`src/rtl/pipe_ctrl_if.sv`:
```
// pipe_ctrl_if -- hazard/stall inputs and pipeline enable/flush controls
// shared between the datapath (master) and the pipeline controller (slave).
`timescale 1ns/1ps

interface pipe_ctrl_if;
   // Hazard and stall conditions presented by the datapath
   logic icache_stall;
   logic dcache_stall;
   logic load_use;
   logic branch_taken;
   logic mul_start;

   // Pipeline register enables
   logic pc_en;
   logic fd_en;
   logic de_en;
   logic em_en;
   logic mw_en;

   // Bubble-insert clears; a flush overrides the matching enable
   logic fd_flush;
   logic de_flush;
   logic em_flush;
   logic mw_flush;

   // Multiply result valid in E
   logic mul_done;

   // Datapath side: raises hazards, consumes controls
   modport master (
      output icache_stall, dcache_stall, load_use, branch_taken, mul_start,
      input  pc_en, fd_en, de_en, em_en, mw_en,
      input  fd_flush, de_flush, em_flush, mw_flush,
      input  mul_done
   );

   // Controller side: consumes hazards, drives controls
   modport slave (
      input  icache_stall, dcache_stall, load_use, branch_taken, mul_start,
      output pc_en, fd_en, de_en, em_en, mw_en,
      output fd_flush, de_flush, em_flush, mw_flush,
      output mul_done
   );
endinterface

```
`src/rtl/pipe_ctrl.sv`:
```
// pipe_ctrl -- five-stage pipeline stall/flush controller with a multi-cycle
// multiply hold in E.
// Optional feature macro: PIPE_CTRL_PERF_EN adds the stall_cycles and
// flush_count performance counters as extra output ports.
// MUL_LATENCY must lie in 2..15 so the latency fits the 4-bit counter.
`timescale 1ns/1ps

module pipe_ctrl #(
   parameter int MUL_LATENCY = 4
) (
   input  logic        clk,
   input  logic        reset_n,
   pipe_ctrl_if.slave  bus
`ifdef PIPE_CTRL_PERF_EN
   ,
   output logic [31:0] stall_cycles,
   output logic [15:0] flush_count
`endif
);

   typedef enum logic {
      RUN      = 1'b0,
      MUL_WAIT = 1'b1
   } state_t;

   localparam logic [3:0] CNT_LOAD = 4'(MUL_LATENCY - 1);

   state_t     state_reg;
   logic [3:0] cnt_reg;

   logic e_busy;
   logic mul_last;
   logic branch_flush;

   logic pc_en_c, fd_en_c, de_en_c, em_en_c, mw_en_c;
   logic fd_flush_c, de_flush_c, em_flush_c, mw_flush_c;
   logic mul_done_c;

   // Final countdown cycle of a multiply: result valid, E released this cycle
   assign mul_last = (state_reg == MUL_WAIT) && (cnt_reg == 4'd1);

   // E is held either by a multiply still counting down or by one just arriving
   assign e_busy = ((state_reg == MUL_WAIT) && (cnt_reg != 4'd1)) ||
                   ((state_reg == RUN) && bus.mul_start);

   // Priority resolution of stall/flush controls; reset forces a full freeze
   always_comb begin
      pc_en_c      = 1'b1;
      fd_en_c      = 1'b1;
      de_en_c      = 1'b1;
      em_en_c      = 1'b1;
      mw_en_c      = 1'b1;
      fd_flush_c   = 1'b0;
      de_flush_c   = 1'b0;
      em_flush_c   = 1'b0;
      mw_flush_c   = 1'b0;
      mul_done_c   = 1'b0;
      branch_flush = 1'b0;

      if (!reset_n) begin
         pc_en_c    = 1'b0;
         fd_en_c    = 1'b0;
         de_en_c    = 1'b0;
         em_en_c    = 1'b0;
         mw_en_c    = 1'b0;
         fd_flush_c = 1'b1;
         de_flush_c = 1'b1;
         em_flush_c = 1'b1;
         mw_flush_c = 1'b1;
      end else begin
         // The done pulse is independent of any freeze in the same cycle
         mul_done_c = mul_last;

         if (bus.dcache_stall) begin
            // M cannot retire: freeze everything up to M, drain a bubble into W
            pc_en_c    = 1'b0;
            fd_en_c    = 1'b0;
            de_en_c    = 1'b0;
            em_en_c    = 1'b0;
            mw_flush_c = 1'b1;
         end else if (e_busy) begin
            // E occupied by the multiply: hold front end, bubble into M
            pc_en_c    = 1'b0;
            fd_en_c    = 1'b0;
            de_en_c    = 1'b0;
            em_flush_c = 1'b1;
         end else if (bus.branch_taken) begin
            // Redirect: squash the two younger instructions, fetch the target
            fd_flush_c   = 1'b1;
            de_flush_c   = 1'b1;
            branch_flush = 1'b1;
         end else if (bus.load_use) begin
            // Keep the dependent instruction in D, bubble into E
            pc_en_c    = 1'b0;
            fd_en_c    = 1'b0;
            de_flush_c = 1'b1;
         end else if (bus.icache_stall) begin
            // No instruction fetched: hold PC, bubble into D
            pc_en_c    = 1'b0;
            fd_flush_c = 1'b1;
         end
      end
   end

   assign bus.pc_en    = pc_en_c;
   assign bus.fd_en    = fd_en_c;
   assign bus.de_en    = de_en_c;
   assign bus.em_en    = em_en_c;
   assign bus.mw_en    = mw_en_c;
   assign bus.fd_flush = fd_flush_c;
   assign bus.de_flush = de_flush_c;
   assign bus.em_flush = em_flush_c;
   assign bus.mw_flush = mw_flush_c;
   assign bus.mul_done = mul_done_c;

   // Multiply FSM: accept when not frozen by M, count down regardless of stalls
   always_ff @(posedge clk or negedge reset_n) begin
      if (!reset_n) begin
         state_reg <= RUN;
         cnt_reg   <= 4'd0;
      end else begin
         case (state_reg)
            RUN: begin
               if (bus.mul_start && !bus.dcache_stall) begin
                  state_reg <= MUL_WAIT;
                  cnt_reg   <= CNT_LOAD;
               end
            end
            MUL_WAIT: begin
               cnt_reg <= cnt_reg - 4'd1;
               if (cnt_reg == 4'd1) begin
                  state_reg <= RUN;
               end
            end
            default: begin
               state_reg <= RUN;
               cnt_reg   <= 4'd0;
            end
         endcase
      end
   end

`ifdef PIPE_CTRL_PERF_EN
   logic [31:0] stall_cycles_reg;
   logic [15:0] flush_count_reg;

   // Count PC-hold cycles and taken-branch redirects; both wrap naturally
   always_ff @(posedge clk or negedge reset_n) begin
      if (!reset_n) begin
         stall_cycles_reg <= 32'd0;
         flush_count_reg  <= 16'd0;
      end else begin
         if (!pc_en_c) begin
            stall_cycles_reg <= stall_cycles_reg + 32'd1;
         end
         if (branch_flush) begin
            flush_count_reg <= flush_count_reg + 16'd1;
         end
      end
   end

   assign stall_cycles = stall_cycles_reg;
   assign flush_count  = flush_count_reg;
`endif

endmodule

```
`src/flat_wrapper.sv`:
```
// flat-port wrapper written by rule: the top's interface ports become plain ports
module pipe_ctrl_flat 
#(
   parameter int MUL_LATENCY = 4
)
  (clk, reset_n, bus_icache_stall, bus_dcache_stall, bus_load_use, bus_branch_taken, bus_mul_start, bus_pc_en, bus_fd_en, bus_de_en, bus_em_en, bus_mw_en, bus_fd_flush, bus_de_flush, bus_em_flush, bus_mw_flush, bus_mul_done);
  pipe_ctrl_if bus_i ();
  input  logic clk;
  input  logic reset_n;
  input wire logic [$bits(bus_i.icache_stall)-1:0] bus_icache_stall;
  input wire logic [$bits(bus_i.dcache_stall)-1:0] bus_dcache_stall;
  input wire logic [$bits(bus_i.load_use)-1:0] bus_load_use;
  input wire logic [$bits(bus_i.branch_taken)-1:0] bus_branch_taken;
  input wire logic [$bits(bus_i.mul_start)-1:0] bus_mul_start;
  output wire logic [$bits(bus_i.pc_en)-1:0] bus_pc_en;
  output wire logic [$bits(bus_i.fd_en)-1:0] bus_fd_en;
  output wire logic [$bits(bus_i.de_en)-1:0] bus_de_en;
  output wire logic [$bits(bus_i.em_en)-1:0] bus_em_en;
  output wire logic [$bits(bus_i.mw_en)-1:0] bus_mw_en;
  output wire logic [$bits(bus_i.fd_flush)-1:0] bus_fd_flush;
  output wire logic [$bits(bus_i.de_flush)-1:0] bus_de_flush;
  output wire logic [$bits(bus_i.em_flush)-1:0] bus_em_flush;
  output wire logic [$bits(bus_i.mw_flush)-1:0] bus_mw_flush;
  output wire logic [$bits(bus_i.mul_done)-1:0] bus_mul_done;
  assign bus_i.icache_stall = bus_icache_stall;
  assign bus_i.dcache_stall = bus_dcache_stall;
  assign bus_i.load_use = bus_load_use;
  assign bus_i.branch_taken = bus_branch_taken;
  assign bus_i.mul_start = bus_mul_start;
  assign bus_pc_en = bus_i.pc_en;
  assign bus_fd_en = bus_i.fd_en;
  assign bus_de_en = bus_i.de_en;
  assign bus_em_en = bus_i.em_en;
  assign bus_mw_en = bus_i.mw_en;
  assign bus_fd_flush = bus_i.fd_flush;
  assign bus_de_flush = bus_i.de_flush;
  assign bus_em_flush = bus_i.em_flush;
  assign bus_mw_flush = bus_i.mw_flush;
  assign bus_mul_done = bus_i.mul_done;
  pipe_ctrl #(.MUL_LATENCY(MUL_LATENCY)) u_core (.clk(clk), .reset_n(reset_n), .bus(bus_i));
endmodule
```
`config.mk`:
```
export PLATFORM = sky130hd
export DESIGN_NAME = pipe_ctrl_flat
export DESIGN_NICKNAME = d
export VERILOG_FILES = /design/src/rtl/pipe_ctrl_if.sv /design/src/rtl/pipe_ctrl.sv /design/src/flat_wrapper.sv
export SDC_FILE = /design/constraint.sdc
export NUM_CORES = 1
export LEC_CHECK = 0
export CORE_AREA = 3 3 40 42
export DETAILED_ROUTE_END_ITERATION = 6
export DIE_AREA = 0 0 43 45
export GPL_TIMING_DRIVEN = 0
export PLACE_DENSITY = 0.57
export SYNTH_ARGS = -nofsm -noshare
export SYNTH_HDL_FRONTEND = slang
export SYNTH_SLANG_ARGS = --single-unit
```
`constraint.sdc`:
```
create_clock -name clk -period 2.16 [get_ports clk]
set_input_delay 0.324 -clock clk [delete_from_list [all_inputs] [get_ports clk]]
set_output_delay 0.324 -clock clk [all_outputs]
set_load 0.01 [all_outputs]
```
# After elaboration in Yosys (flattened, before gate mapping)
# Index checks and enable logic that the tools add are counted.
# Widths: inputs -> output; s select.
[classes] shifts=0 n_addsub=1 n_eq_ne=3 reduce_logical=6 n_mul=0 order_cmp=0 bitwise_logic=1 div=0 mux=39
[ops] cell="$mux 1" count=36
[ops] cell="$pmux 4 s2" count=1
[ops] cell="$eq 4x1->1 const B" count=1
[ops] cell="$logic_and 1x1->1" count=4
[ops] cell="$mux 4" count=1
[ops] cell="$ne 4x1->1 const B" count=1
[ops] cell="$sub 4x1->4 const B" count=1
[ops] cell="$ne 2x2->1 const B" count=1
[ops] cell="$pmux 1 s2" count=1
[ops] cell="$logic_not 1->1" count=1
[ops] cell="$logic_or 1x1->1" count=1
[ops] cell="$not 1->1" count=1
[word_totals] elab_cells=52 memories=0 rom_bits=0 input_bits=7 output_inout_bits=10 regBits=5 latchBits=0 mem_bits_rw=0

# Depth between registers and ports, before layout
[depth] word_depth=6 depth_mapped=5 mapped_depth_nobuf=5

# Worst setup path after synthesis
# No wires, ideal clock.
[synth_path] path_type="register to output" startpoint="register u_core.cnt_reg[1]" endpoint="output bus_de_flush" arrival_time_ns=1.237 path_stages_with_launch=6 required_time_ns=1.836 setup_slack_ns=0.599 n_path_buf=0 path_cell_list="dfrtp_1 -> inv_1 -> ha_1 -> and4bb_4 -> nor2_2 -> o31ai_1"
[synth_via] elab_chain_len=6
[synth_lines] item="from (decl)" line_no="pipe_ctrl.sv:29" text="logic [3:0] cnt_reg;"
[synth_lines] item="from (signal assigned)" line_no="pipe_ctrl.sv:130" text="cnt_reg <= cnt_reg - 4'd1;"
[synth_lines] item="$ne 4x1->1" line_no="pipe_ctrl.sv:43" text="assign e_busy = ((state_reg == MUL_WAIT) && (cnt_reg != 4'd1)) ||"
[synth_lines] item="$logic_and 1x1->1" line_no="pipe_ctrl.sv:43"
[synth_lines] item="$logic_or 1x1->1" line_no="pipe_ctrl.sv:43"
[synth_lines] item="$mux 1" line_no="pipe_ctrl.sv:81" text="end else if (e_busy) begin"
[synth_lines] item="$mux 1" line_no="pipe_ctrl.sv:74" text="if (bus.dcache_stall) begin"
[synth_lines] item="$mux 1" line_no="pipe_ctrl.sv:60" text="if (!reset_n) begin"
[synth_lines] item="to (decl)" line_no="flat_wrapper.sv:21" text="output wire logic [$bits(bus_i.de_flush)-1:0] bus_de_flush;"
# Every way passes these cells.

# Final worst setup path
# Same ends and word-level chain as after synthesis.

==> flow_summary.json <==
{
  "largest_reg_flops": 4,
  "multi_input_area_um2": 216.5,
  "ys_ff_latch": 5,
  "worst_hold_slack_ns": 0.1082,
  "insertedDiodeCount": 0,
  "regArea_um2": 125.1,
  "slew_headroom_pct": 73.90,
  "grt_pass1_wl_um": 1462,
  "fin_tns_setup_ns": 0,
  "syn_nets": 54,
  "detailed_place_hpwl_um": 740.1,
  "instances_no_fill": 80,
  "final_antenna_net_count": 0,
  "drive_above_1_share_pct": 12.31,
  "cts_buffer_depth": 2,
  "yosysWarnings": 0,
  "worstReg2RegStart": "u_core.cnt_reg[0]$_DFFE_PN0P_",
  "hold_class": "in -> async",
  "placed_area_um2": 549.3,
  "outcome": "complete, no violations",
  "worst_slew_pin_slew_ns": 0.3916,
  "setup_violations": 0,
  "initialDrtViolationCount": 8,
  "cpMaxStageDelayCell": "dfrtp_1",
  "num_rows": 13,
  "grt_max_degree": 12,
  "worstPathCellList": "inv_1, ha_1, and4bb_4, nor2_4, o31ai_1, dlygate4sd2_1",
  "seq_area_frac_synth_pct": 33.78,
  "place_inst": 76,
  "rrSetupSlack_ns": 1.09,
  "clk_pin_slew_worst_paths_ns": 0.05,
  "firstDrtPassIters": 4,
  "crit_path_start_kind": "register",
  "finalCritPeriodShare_pct": 94.69,
  "num_vias": 354,
  "post_cts_buffers": 0,
  "coreArea_um2": 1285,
  "yosysUniqueCellTypes": 19,
  "initial_core_util_pct": 28.82,
  "cts_tree": "done",
  "ctsHoldBuffers": 0,
  "crit_fanout": 5,
  "rr_endpoint": "u_core.cnt_reg[2]$_DFFE_PN0P_",
  "grt_pass1_vias": 359,
  "cap_violations": 0,
  "power.density_nw_per_um2": 987.9,
  "io_buffers": 16,
  "nets": 75,
  "drv_slew": 0,
  "syn_to_final_growth_pct": 56.08,
  "cts.sinks": 5,
  "die-area_um2": 1935,
  "yosys.area.top_type": "dfrtp_1",
  "gp_congestion": 0.6579,
  "fin_worst_skew_ns": 0.001114,
  "clock_latency_ns": 0.24,
  "worstPathArrival_ns": 1.72,
  "p_leak_uw": 0.0003035,
  "htreeDepth": 1,
  "die_x_um": 43,
  "cp-end-kind": "output port",
  "routed_wl_um": 899,
  "cp_data_required_time_ns": 1.84,
  "vdd_drop_max_uv": 290.4,
  "avgSynthCellArea_um2": 8.230,
  "fmax_ghz": 0.4889,
  "fin_area_um2": 578.1,
  "die_h_um": 45,
  "synth_area_um2": 370.4,
  "final_util_pct": 44.99,
  "crit_type": "reg -> out",
  "synth_top_area_share_pct": 33.78,
  "overflow": 0,
  "drc_errors": 0,
  "yosys-top-cells-area": "dfrtp_1, nor2_1, ha_1",
  "max_stage_delay_ns": 0.39,
  "numCtsBuffers": 3,
  "synthCells": 45,
  "fill_cells": 136,
  "hold_violations": 0,
  "wl_per_cell_um": 11.24,
  "grt_antenna_before_repair": 0,
  "track_usage_pct": 10.01,
  "cts_resized": 7,
  "cts_root_buffer": "clkbuf_4",
  "fin_crit_ns": 2.045,
  "rsz0062_at_grt": "no",
  "io_pins": 17,
  "r2r_cells": 5,
  "vias_per_cell": 4.425
}
==> layer usage <==
metal | routed length [um] | vias to the layer above | share of wire (%) | GRT usage (%)
met5 | 0 | - | 0 | 0
met4 | 0 | 0 | 0 | 5.422
met3 | 6 | 0 | 0.67 | 1.195
met2 | 440 | 3 | 49 | 17.07
met1 | 452 | 160 | 50 | 12.35
li1 | - | 191 | - | -
==> worst max-delay path: cells and delay by family, from the launching register on <==
| kind | cells | cell delay [ns] |
|---|---|---|
| buffers and inverters | 2 | 0.39 |
| flip-flops | 1 | 0.39 |
| adder cells (fa/ha/maj) | 1 | 0.14 |
| AO/OA/AOI/OAI | 1 | 0.23 |
| AND/OR/NAND/NOR | 2 | 0.33 |
==> stage by stage <==
stage / setup WS [ns] / power [uW]
after global placement: -0.2183 / 457.6
after detailed placement: -0.2435 / 468.4
after global routing: 0.002438 / 623.7
final: 0.1147 / 571.1
after CTS: 0.01436 / 580.2
after floorplan: 0.5995 / 371.0
==> power by group <==
group | internal [uW] | leakage [uW] | switching (uW) | total (uW)
sequential | 141 | 0.0000579 | 41.6 | 183
clock | 69.9 | 0.0000150 | 39.5 | 109
combinational | 142 | 0.000231 | 137 | 279
==> worst max-delay path by stage <==
stage	end	startpoint	slack, ns	cells past startpoint
after CTS	bus_de_en	u_core.cnt_reg[1]$_DFFE_PN0P_	0.01	6
after global routing	bus_fd_flush	u_core.cnt_reg[1]$_DFFE_PN0P_	0.002	6
after floorplan	bus_de_flush	u_core.cnt_reg[1]$_DFFE_PN0P_	0.60	5
final	bus_de_flush	u_core.cnt_reg[1]$_DFFE_PN0P_	0.11	6
after detailed placement	bus_fd_en	reset_n	-0.24	4
after global placement	bus_pc_en	reset_n	-0.22	4
==> layout make-up <==
cell class                 instances  share of cell area [%]
inverter                           4                   2.597
tap                               15                   3.247
sequential                         5                   21.65
timing repair buffer              16                   27.27
multi-input combinational         34                   37.45
buffer                             2                   3.247
clock buffer                       4                   4.545
==> cells in the mapped netlist, drive strengths merged <==
cell type,count
nand2b,2
buf,2
and4bb,1
a21oi,3
and2,1
xor2,1
inv,4
nand2,3
o21ai,1
nor3,5
xnor2,1
dfrtp,5
mux2i,1
nor2,9
o31ai,3
ha,2
nor2b,1
==> logic make-up (layout without fill, tap and decap cells) <==
| group | after synthesis | count (layout) | share of synthesized area [%] |
|---|---|---|---|
| simple gates | 22 | 22 | 31.42 |
| compound gates | 7 | 7 | 11.48 |
| buf+inv | 6 | 26 | 9.121 |
| flops | 5 | 5 | 33.78 |
| fa+ha+maj | 2 | 2 | 6.756 |
| xor+xnor | 2 | 2 | 4.731 |
| mux | 1 | 1 | 2.703 |
==> placed cells by master (no fill, tap or decap) <==
cell / count
dlygate4sd2_1: 6
xnor2_1: 1
nor2b_1: 1
clkdlybuf4s50_1: 8
and2_1: 1
nor2_2: 1
clkbuf_1: 1
inv_1: 4
buf_6: 1
mux2i_1: 1
and4bb_4: 1
nor2_1: 7
xor2_1: 1
ha_1: 2
dlymetal6s2s_1: 2
nand2b_1: 2
nand2_1: 3
buf_4: 1
o31ai_1: 3
nor2_4: 1
clkbuf_4: 3
a21oi_1: 3
nor3_1: 5
dfrtp_1: 5
o21ai_0: 1
No activity file was read; power rests on OpenSTA's default activity.
